## src/rtl/vedic_mul_pipe.sv

```systemverilog
// vedic_mul_pipe
//   Fully pipelined Urdhva-Tiryagbhyam multiplier with valid/ready flow control,
//   per-beat signed/unsigned mode and a pass-through sideband tag.
//
//   Pipeline (LVLS = log2(WIDTH), LATENCY = LVLS + 2 stages):
//     stage 1            : operand magnitudes + product sign
//     stage 2..LVLS+1    : one vedic level each (2x2 leaves, then 4x4, 8x8, ...)
//     stage LVLS+2       : sign restore, drives out_p / out_tag
//
//   Handshake: a beat moves on an edge where valid & ready are both 1.
//   The whole pipe advances together (adv = ~out_valid | out_ready); when
//   adv = 0 every register holds, so out_p / out_tag stay stable while the
//   downstream stalls. in_ready is held low until the first edge after reset.
//
//   Ports
//     clk, rst_n            clock, asynchronous active-low reset
//     in_valid / in_ready   operand beat handshake
//     in_a, in_b            operands (WIDTH bits)
//     in_signed             1: operands are two's complement
//     in_tag                sideband returned with the product
//     out_valid / out_ready product beat handshake
//     out_p                 2*WIDTH-bit product
//     out_tag               tag of this product
module vedic_mul_pipe #(
  parameter int WIDTH = 8,
  parameter int TAG_W = 4
) (
  input  logic               clk,
  input  logic               rst_n,
  input  logic               in_valid,
  output logic               in_ready,
  input  logic [WIDTH-1:0]   in_a,
  input  logic [WIDTH-1:0]   in_b,
  input  logic               in_signed,
  input  logic [TAG_W-1:0]   in_tag,
  output logic               out_valid,
  input  logic               out_ready,
  output logic [2*WIDTH-1:0] out_p,
  output logic [TAG_W-1:0]   out_tag
);

  localparam int LVLS    = $clog2(WIDTH);
  localparam int LATENCY = LVLS + 2;

  logic                 init_q;
  logic                 adv;
  logic                 accept;
  logic [LATENCY:1]     vld_q;
  logic [LVLS+1:1]      neg_q;
  logic [TAG_W-1:0]     tag_q [1:LATENCY];
  logic [WIDTH-1:0]     mag_a_d, mag_b_d, mag_a_q, mag_b_q;
  logic                 neg_d;
  logic [2*WIDTH-1:0]   p_mag;
  logic [2*WIDTH-1:0]   out_p_d, out_p_q;

  // ---------------- flow control ----------------
  always_ff @(posedge clk or negedge rst_n) begin
    if (!rst_n) init_q <= 1'b0;
    else        init_q <= 1'b1;
  end

  assign out_valid = vld_q[LATENCY];
  assign adv       = ~out_valid | out_ready;
  assign in_ready  = init_q & adv;
  assign accept    = in_valid & in_ready;

  // valid, sign and tag travel in lock-step with the data
  always_ff @(posedge clk or negedge rst_n) begin
    if (!rst_n) begin
      vld_q <= '0;
      neg_q <= '0;
      for (int s = 1; s <= LATENCY; s++) tag_q[s] <= '0;
    end else if (adv) begin
      vld_q    <= {vld_q[LATENCY-1:1], accept};
      neg_q    <= {neg_q[LVLS:1], neg_d};
      tag_q[1] <= in_tag;
      for (int s = 2; s <= LATENCY; s++) tag_q[s] <= tag_q[s-1];
    end
  end

  // ---------------- stage 1: magnitudes ----------------
  // Negating -2^(WIDTH-1) wraps to 2^(WIDTH-1), which is the correct
  // unsigned magnitude in WIDTH bits.
  always_comb begin
    mag_a_d = (in_signed && in_a[WIDTH-1]) ? -in_a : in_a;
    mag_b_d = (in_signed && in_b[WIDTH-1]) ? -in_b : in_b;
    neg_d   = in_signed & (in_a[WIDTH-1] ^ in_b[WIDTH-1]);
  end

  always_ff @(posedge clk or negedge rst_n) begin
    if (!rst_n) begin
      mag_a_q <= '0;
      mag_b_q <= '0;
    end else if (adv) begin
      mag_a_q <= mag_a_d;
      mag_b_q <= mag_b_d;
    end
  end

  // ---------------- vedic levels ----------------
  // Level k holds an N x N grid of (2^k x 2^k) products, N = WIDTH / 2^k.
  // Grid entry (i,j) is (chunk i of a) * (chunk j of b); its four
  // sub-products are entries (2i|2i+1, 2j|2j+1) of the level below.
  for (genvar k = 1; k <= LVLS; k++) begin : g_lvl
    localparam int H  = 1 << (k - 1);  // half of this level's operand width
    localparam int N  = WIDTH >> k;    // chunks per operand
    localparam int PW = 4 * H;         // product width at this level
    localparam int SN = 2 * N;         // grid size of level k-1
    localparam int SW = 2 * H;         // product width of level k-1

    logic [N*N*PW-1:0] prod_d, prod_q;

    if (k == 1) begin : g_leaf
      logic [PW-1:0] p0, cr, p2;
      always_comb begin
        prod_d = '0;
        p0     = '0;
        cr     = '0;
        p2     = '0;
        for (int i = 0; i < N; i++) begin
          for (int j = 0; j < N; j++) begin
            // 2x2 vertical-and-crosswise: a0b0, (a1b0 + a0b1) << 1, a1b1 << 2
            p0 = {3'b000, mag_a_q[2*i]   & mag_b_q[2*j]};
            cr = {3'b000, mag_a_q[2*i+1] & mag_b_q[2*j]}
               + {3'b000, mag_a_q[2*i]   & mag_b_q[2*j+1]};
            p2 = {3'b000, mag_a_q[2*i+1] & mag_b_q[2*j+1]};
            prod_d[(i*N+j)*PW +: PW] = p0 + (cr << 1) + (p2 << 2);
          end
        end
      end
    end else begin : g_comb
      logic [PW-1:0] ll, lh, hl, hh;
      always_comb begin
        prod_d = '0;
        ll     = '0;
        lh     = '0;
        hl     = '0;
        hh     = '0;
        for (int i = 0; i < N; i++) begin
          for (int j = 0; j < N; j++) begin
            ll = PW'(g_lvl[k-1].prod_q[((2*i)*SN   + 2*j)  *SW +: SW]);
            lh = PW'(g_lvl[k-1].prod_q[((2*i)*SN   + 2*j+1)*SW +: SW]);
            hl = PW'(g_lvl[k-1].prod_q[((2*i+1)*SN + 2*j)  *SW +: SW]);
            hh = PW'(g_lvl[k-1].prod_q[((2*i+1)*SN + 2*j+1)*SW +: SW]);
            // the true product fits PW bits, so no term overflows
            prod_d[(i*N+j)*PW +: PW] = ll + ((lh + hl) << H) + (hh << (2*H));
          end
        end
      end
    end

    always_ff @(posedge clk or negedge rst_n) begin
      if (!rst_n)   prod_q <= '0;
      else if (adv) prod_q <= prod_d;
    end
  end

  // ---------------- final stage: sign restore ----------------
  assign p_mag = g_lvl[LVLS].prod_q;

  // -0 is 0, so a zero magnitude with neg=1 still yields 0
  always_comb begin
    out_p_d = neg_q[LVLS+1] ? -p_mag : p_mag;
  end

  always_ff @(posedge clk or negedge rst_n) begin
    if (!rst_n)   out_p_q <= '0;
    else if (adv) out_p_q <= out_p_d;
  end

  assign out_p   = out_p_q;
  assign out_tag = tag_q[LATENCY];

endmodule

```

## config.mk

```make
export PLATFORM = sky130hd
export DESIGN_NAME = vedic_mul_pipe
export DESIGN_NICKNAME = d
export VERILOG_FILES = /design/src/rtl/vedic_mul_pipe.sv
export SDC_FILE = /design/constraint.sdc
export NUM_CORES = 1
export LEC_CHECK = 0
export BUFFER_PORTS_ARGS = -buffer_cell sky130_fd_sc_hd__buf_2
export CORE_ASPECT_RATIO = 0.9
export CORE_MARGIN = 2
export CORE_UTILIZATION = 60
export CTS_BUF_LIST = sky130_fd_sc_hd__clkbuf_4
export CTS_CLUSTER_DIAMETER = 40
export CTS_CLUSTER_SIZE = 16
export DETAILED_ROUTE_END_ITERATION = 16
export HOLD_SLACK_MARGIN = 0.06
export PLACE_DENSITY_LB_ADDON = 0.2
export SLEW_MARGIN = 40
export SYNTH_ARGS = -nofsm -noshare
export SYNTH_HDL_FRONTEND = slang
export SYNTH_SLANG_ARGS = --single-unit
```

## constraint.sdc

```tcl
create_clock -name clk -period 3.3 [get_ports clk]
set_clock_uncertainty 0.2 [all_clocks]
set_input_delay 0.495 -clock clk [delete_from_list [all_inputs] [get_ports clk]]
set_output_delay 0.495 -clock clk [all_outputs]
set_load 0.05 [all_outputs]
```

==> summary.md, run 1 <==
| Metric | Value |
|---|---|
| Period Utilization, post-route | between 90% and 100% |
| Residual DRC count | 0 |
| Post-DP HPWL | around 12000 um |
| Grt ovf | 0 |
| # setup viols final | 0 |
| Status | finished clean |
| Leak | about 5.6 nW |
| Worst Tran Pin Value | a little over 0.6 ns |
| CTS Sinks | around 170 |
| Min-delay worst type | in2reg |
| Ys Warns | 0 |
| Cell Area, Synth | roughly 0.0096 mm^2 |
| Required @ worst endpoint | ~3.6 ns |
| Flops & latches, synth | roughly 170 |
| Synth cell types | between 40 and 50 |
| Final Hold Vio Count | 0 |
| Hold Path Depth | 5 |
| 1st-pass router iterations | 6 |
| Syn_nets | 1204 |
| Die width | 137 um |
| Leading cell types in the layout, fill and taps excluded | nand2_1, dfrtp_1, ha_1, o21ai_1, and2_1 |
| # rows | 43 |
| Max Slew Vio Count | 0 |
| Fmax | 322 MHz |
| Final WL | 18000 um |
| Post-route cell area | 0.0106 mm^2 |
| Post-synth top area share | around 45% |
| Worst R2R Path Depth | 15 |
| CTS tree | yes |
| Setup crit start kind | flop |
| Overall Global Routing Usage | 23.2% |
| DR WL/cell | 13.4 um |
| Slew headroom | roughly 60% |
| Die area | 0.0170 mm^2 |
| Top FF cell, synth | dfrtp_1 |
| Setup ws final | slightly below 0.2 ns |
| CTS max path bufs | 2 |
| Port bufs | between 40 and 50 |
| Sequential cell area | around 0.0044 mm^2 |
| Worst VDD drop | between 0.0005 and 0.0006 V |
| Core Region | 0.0155 mm^2 |
| Syn_area_per_cell | 8.90 um^2 |
| Min cycle time layout | 3.10 ns |
| Vias post-DR | about 7100 |
| # IOs | 47 |
| Max cap viols | 0 |
| Critical-path maximum fanout | 4 |
| Layout cells sized above 1 | around 8.6% |
| First-pass GRT wire length | about 31000 um |
| Worst-Skew Late Latency | about 0.56 ns |
| DRT iter0 DRCs | between 400 and 500 |
| Cells after Synth | approximately 1100 |
| Initial antenna violation count | 1 |
| Top cells by area, synth | dfrtp_1, nand2_1, ha_1 |
| Antenna-violating nets left | 0 |
| CTS Buf Count | 17 |
| Critical Path End Type | flop |
| P&R area growth vs syn | 10.7% |
| Initial core utilization | around 60% |
| Critical path class | reg2reg |
| Pin count of the biggest net entering global routing | ~130 |
| Sequential element share of the synthesized area | a little under half |
| Area leader, netlist | dfrtp_1 |
| Most common cell after layout, fill and taps aside | nand2_1 |
| Post-place instance area | between 0.01 and 0.015 mm^2 |
| Data arrival time of the critical path | 3.39 ns |
| NumNets Final | around 1300 |
| CTS clk-pin slew, worst paths | 0.14 ns |
| Place WS | roughly 0.047 ns |
| Placer Congestion | about 0.86 |
| Clock root buffer | clkbuf_4 |
| Fill count | 1293 |
| Die height | between 100 and 150 um |
| Vias per inst | 5.26 |
| Number of flops mapped to enable cells by yosys | 0 |
| Power per cell area | between 900 and 1000 mW/mm^2 |
| Post-synth ARST share | 100% |
| H-tree lvl count | 4 |
| Vias in the first global route | approximately 7000 |
| Multi-input gate area in the final layout | roughly 0.005 mm^2 |
==> stage by stage <==
step                instances  hold slack (ns)  TNS [ns]  power, mW  util (%)
floorplan                1080        -0.000591         0       7.51         -
global placement         1283            0.243         0       8.43      64.3
detailed placement       1283            0.250         0       8.61      64.3
CTS                      1340            0.197         0       9.99      68.0
global route             1345            0.218   -0.0512       11.0      68.4
finish                   1345            0.231         0       10.1      68.4
==> where the power goes <==
part / internal, mW / switching, mW / leakage [nW]
clock network: 0.600 / 0.734 / 0.170
registers: 2.96 / 0.668 / 2.20
logic: 2.10 / 2.99 / 3.26
==> sequential cells by signal, indices dropped and copies added, names as in the netlist <==
signal / flops
g_lvl.prod_q: 112
out_p: 16
tag_q: 16
mag_a_q: 8
mag_b_q: 8
vld_q: 5
neg_q: 4
out_tag: 4
init_q: 1
==> timing repair <==
action,4_1_cts,5_1_grt
setup buffers,0,4
setup endpoints to repair,0,4
hold buffers,25,0
gates resized for setup,0,6
hold endpoints to repair,86,0
==> path summary, 6_finish.rpt <==
check | from | end | slack [ns]
worst min-delay path | out_ready | g_lvl[2].prod_q[2]$_DFFE_PN0N_ | 0.23
min in group asynchronous | rst_n | out_tag[0]$_DFFE_PN0N_ | 0.27
worst max-delay path | g_lvl[2].prod_q[8]$_DFFE_PN0N_ | g_lvl[3].prod_q[13]$_DFFE_PN0N_ | 0.20
worst max register to register | g_lvl[2].prod_q[8]$_DFFE_PN0N_ | g_lvl[3].prod_q[13]$_DFFE_PN0N_ | 0.20
max in group asynchronous | rst_n | mag_b_q[6]$_DFFE_PN0N_ | 1.89
worst min register to register | out_tag[1]$_DFFE_PN0N_ | out_tag[1]$_DFFE_PN0N_ | 0.28
==> synth_stat cells, drive strengths merged (2+ instances only) <==
| master | count |
|---|---|
| o211ai | 3 |
| nand2b | 5 |
| a21o | 14 |
| nor3b | 2 |
| nor2b | 6 |
| nand4 | 2 |
| and2 | 49 |
| o21ai | 68 |
| dfrtp | 174 |
| nand2 | 376 |
| or3 | 7 |
| a21oi | 45 |
| fa | 10 |
| nor3 | 5 |
| buf | 22 |
| inv | 29 |
| and3 | 2 |
| or2 | 2 |
| clkbuf | 29 |
| o41ai | 3 |
| a211oi | 3 |
| nor2 | 24 |
| nand3 | 28 |
| xnor2 | 30 |
| mux2i | 3 |
| o31ai | 5 |
| xor2 | 32 |
| a31oi | 3 |
| ha | 89 |
==> area by class of cell <==
cell class | instances | share of cell area, %
clock inverter | 15 | 1.82
multi-input combinational | 826 | 46.7
timing repair buffer | 81 | 5.87
sequential | 174 | 41.0
antenna | 1 | 0.0235
tap | 202 | 2.38
clock buffer | 17 | 1.20
inverter | 29 | 1.02
==> worst max-delay path, cell delays in order (launching register included) <==
cell       delay (ns)
dfrtp_1          0.38
ha_1             0.17
inv_1            0.06
fa_1             0.39
nor2b_1          0.13
o21ai_1          0.10
a21oi_2          0.17
a211oi_1         0.07
xnor2_1          0.13
ha_1             0.32
buf_4            0.15
a21oi_1          0.12
nand2_1          0.08
o2111ai_2        0.24
a21oi_1          0.10
o31ai_1          0.22
==> logic make-up (layout without fill, tap and decap cells) <==
| family | after synthesis | after routing | share of synthesized area [%] |
|---|---|---|---|
| AOI/OAI and AO/OA | 149 | 149 | 8.99 |
| and+or+nand+nor | 512 | 512 | 22.6 |
| buffers and inverters | 80 | 142 | 3.41 |
| xor gates and xnor gates | 62 | 62 | 5.65 |
| adders and majority gates | 99 | 99 | 13.7 |
| muxes | 3 | 3 | 0.313 |
| DFF | 174 | 174 | 45.3 |
| other | 1 | 2 | 0.0390 |
==> metal layers <==
metal / GRT usage (%) / part of all wire, % / vias up
met1: 29.6 / 48 / 3294
met5: 0 / 0 / -
met3: 4.60 / 3.6 / 24
met4: 7.35 / 1.7 / 0
li1: - / - / 3637
met2: 40.1 / 47 / 122
Power figures use the tool's default switching activity.
==> run 2, diff against run 1 <==
- REMOVE_ABC_BUFFERS: default -> 1
==> summary.md, run 2 (synthesis results as in run 1) <==
| Metric | Value |
|---|---|
| Status | finished clean (unchanged) |
| Seq pwr share | 36.3% (was 36.1%) |
| Pin count of the biggest net entering global routing | 107 (was 133) |
| Die height | 124 um (unchanged) |
| Fin Hold WS | 0.259 ns (was 0.231 ns) |
| Worst Tran Pin Value | 0.761 ns (was 0.609 ns) |
| Slew headroom | 49.3% (was 59.4%) |
| Residual DRC count | 0 (unchanged) |
| Grt ovf | 0 (unchanged) |
| Die width | 137 um (unchanged) |
| Leak | 5.63 nW (about the same) |
| Fill count | 1272 (was 1293) |
| First-pass GRT wire length | 31000 um (was 31300 um) |
| Post-route cell area | 0.0106 mm^2 (about the same) |
| Antenna-violating nets left | 0 (unchanged) |
| Initial antenna violation count | 1 (unchanged) |
| NumNets Final | 1258 (was 1253) |
| Vias per inst | 5.23 (was 5.26) |
| Worst VDD drop | 0.000699 V (was 0.000590 V) |
| CTS tree | yes (unchanged) |
| DRT iter0 DRCs | 363 (was 425) |
| Biggest register | g_lvl.prod_q (unchanged) |
| CTS max path bufs | 2 (unchanged) |
| Critical-path maximum fanout | 4 (unchanged) |
| Min-delay worst type | in2async (was in2reg) |
| Overall Global Routing Usage | 23.0% (was 23.2%) |
| Setup ws final | 0.205 ns (was 0.198 ns) |
| Power per cell area | 942 mW/mm^2 (was 945 mW/mm^2) |
| Largest register FFs | 112 (unchanged) |
| GR Util met2 | 39.1% (was 40.1%) |
| # rows | 43 (unchanged) |
| Most common cell after layout, fill and taps aside | nand2_1 (unchanged) |
| DR WL/cell | 13.5 um (was 13.4 um) |
| Max Slew Vio Count | 0 (unchanged) |
| Port bufs | 46 (unchanged) |
| Worst-Skew Late Latency | 0.58 ns (was 0.56 ns) |
| Combinational share of power | 50.8% (was 50.6%) |
| # setup viols final | 0 (unchanged) |
| DP Cell Count | 1286 (was 1283) |
| P_sw | 4.44 mW (was 4.39 mW) |
| Fmax | 323 MHz (was 322 MHz) |
| Layout Cells excl Fill | 1350 (was 1345) |
| Most Crowded Layer GR | met2 (unchanged) |
| Core Region | 0.0155 mm^2 (unchanged) |
| Data arrival time of the critical path | 3.40 ns (was 3.39 ns) |
| Placer Congestion | 0.818 (was 0.861) |
| Setup TNS | 0 ns (unchanged) |
| Layout cells sized above 1 | 9.15% (was 8.58%) |
| Internal power | 5.59 mW (was 5.66 mW) |
| CTS Sinks | 174 (unchanged) |
| Met1 Track Usage GR | 30.7% (was 29.6%) |
| Place WS | 0.0359 ns (was 0.0472 ns) |
| Final WL | 18200 um (was 18000 um) |
| Period Utilization, post-route | 93.8% (was 94.0%) |
| CTS Buf Count | 17 (unchanged) |
| P&R area growth vs syn | 10.7% (about the same) |
| # IOs | 47 (unchanged) |
| Setup crit start kind | flop (unchanged) |
| Total power | 10.0 mW (was 10.1 mW) |
| Leading cell types in the layout, fill and taps excluded | nand2_1, dfrtp_1, ha_1, o21ai_1, and2_1 (unchanged) |
| Switching power share of the total | 44.3% (was 43.7%) |
| Power share of the clock group | 13.0% (was 13.3%) |
| H-tree lvl count | 4 (unchanged) |
| 1st-pass router iterations | 4 (was 6) |
| RSZ-0062 raised after global routing | false |
| Vias post-DR | 7064 (was 7077) |
| Vias in the first global route | 6704 (was 7003) |
| Critical path class | reg2reg (unchanged) |
| Util after Layout | 68.4% (about the same) |
| Die area | 0.0170 mm^2 (unchanged) |
| Global Route met3 Usage | 4.72% (was 4.60%) |
| Required @ worst endpoint | 3.60 ns (was 3.58 ns) |
| Max cap viols | 0 (unchanged) |
| Critical Path End Type | flop (unchanged) |
| Clock root buffer | clkbuf_4 (unchanged) |
| Post-DP HPWL | 12400 um (was 11900 um) |
| Initial core utilization | 61.8% (unchanged) |
| CTS clk-pin slew, worst paths | 0.14 ns (about the same) |
| Min cycle time layout | 3.09 ns (was 3.10 ns) |
| Post-place instance area | 0.00999 mm^2 (was 0.0100 mm^2) |
| Final Hold Vio Count | 0 (unchanged) |
[run 2: cell count changes in the layout (fill, tap and decap cells not counted), moves of 2 or more]
cell | before | now
clkinv_4 | 2 | 4
clkinvlp_4 | 2 | 4
clkinv_2 | 4 | 1
buf_4 | 5 | 11
buf_12 | 5 | 2
[run 2: power by group through the flow]
stage,sequential [mW],combinational (mW),clock (mW)
floorplan,3.92,3.58,0
global route,3.76,5.77,1.43
global placement,3.65,4.78,0
detailed placement,3.69,4.91,0
CTS,3.64,4.96,1.33
finish,3.63,5.09,1.30
[run 2: path summary, 6_finish.rpt]
| path | startpoint | to | slack (ns) | depth (start not counted) |
|---|---|---|---|---|
| max in group asynchronous | rst_n | tag_q[6]$_DFFE_PN0N_ | 1.77 | 3 |
| max | g_lvl[2].prod_q[8]$_DFFE_PN0N_ | g_lvl[3].prod_q[15]$_DFFE_PN0N_ | 0.21 | 14 |
| min in group clk | tag_q[6]$_DFFE_PN0N_ | out_tag[2]$_DFFE_PN0N_ | 0.27 | 2 |
| min reg2reg | tag_q[6]$_DFFE_PN0N_ | out_tag[2]$_DFFE_PN0N_ | 0.27 | 2 |
| min | rst_n | out_p[1]$_DFFE_PN0N_ | 0.26 | 2 |
| max reg2reg | g_lvl[2].prod_q[8]$_DFFE_PN0N_ | g_lvl[3].prod_q[15]$_DFFE_PN0N_ | 0.21 | 14 |
[run 2: what timing repair did]
| item | in CTS | in global routing |
|---|---|---|
| gates resized for setup | 0 | 8 |
| hold buffers | 25 | 1 |
| endpoints found under the setup margin | 0 | 5 |
| buffers inserted | 0 | 5 |
| endpoints found under the hold margin | 81 | 1 |
[run 2: metal layers]
| layer | vias to the layer above | part of all wire [%] |
|---|---|---|
| li1 | 3644 | - |
| met1 | 3297 | 48 |
| met2 | 111 | 48 |
| met3 | 12 | 3.5 |
| met4 | 0 | 0.79 |
| met5 | - | 0 |
[run 2: area by class of cell]
type	count	area (um^2)	area share [%]
inverters	29	109	1.02
flip-flops and latches	174	4350	40.9
repair buffers	86	631	5.93
clock inverters	15	186	1.75
clock buffers	17	128	1.20
multi-input cells	826	4970	46.8
well taps	202	253	2.38
diodes	1	2.50	0.0235
[run 2: worst max-delay path, stage by stage, from the launching register on]
cell and delay, ns:
dfrtp_1 0.41, ha_1 0.21, inv_1 0.07, fa_2 0.22, nor2b_2 0.05, o21ai_2 0.14
a21oi_2 0.08, a211oi_1 0.25, xnor2_1 0.10, ha_1 0.32, o21ai_0 0.09, nand2b_1 0.13
o2111ai_2 0.17, or4_1 0.50, nand3_1 0.09
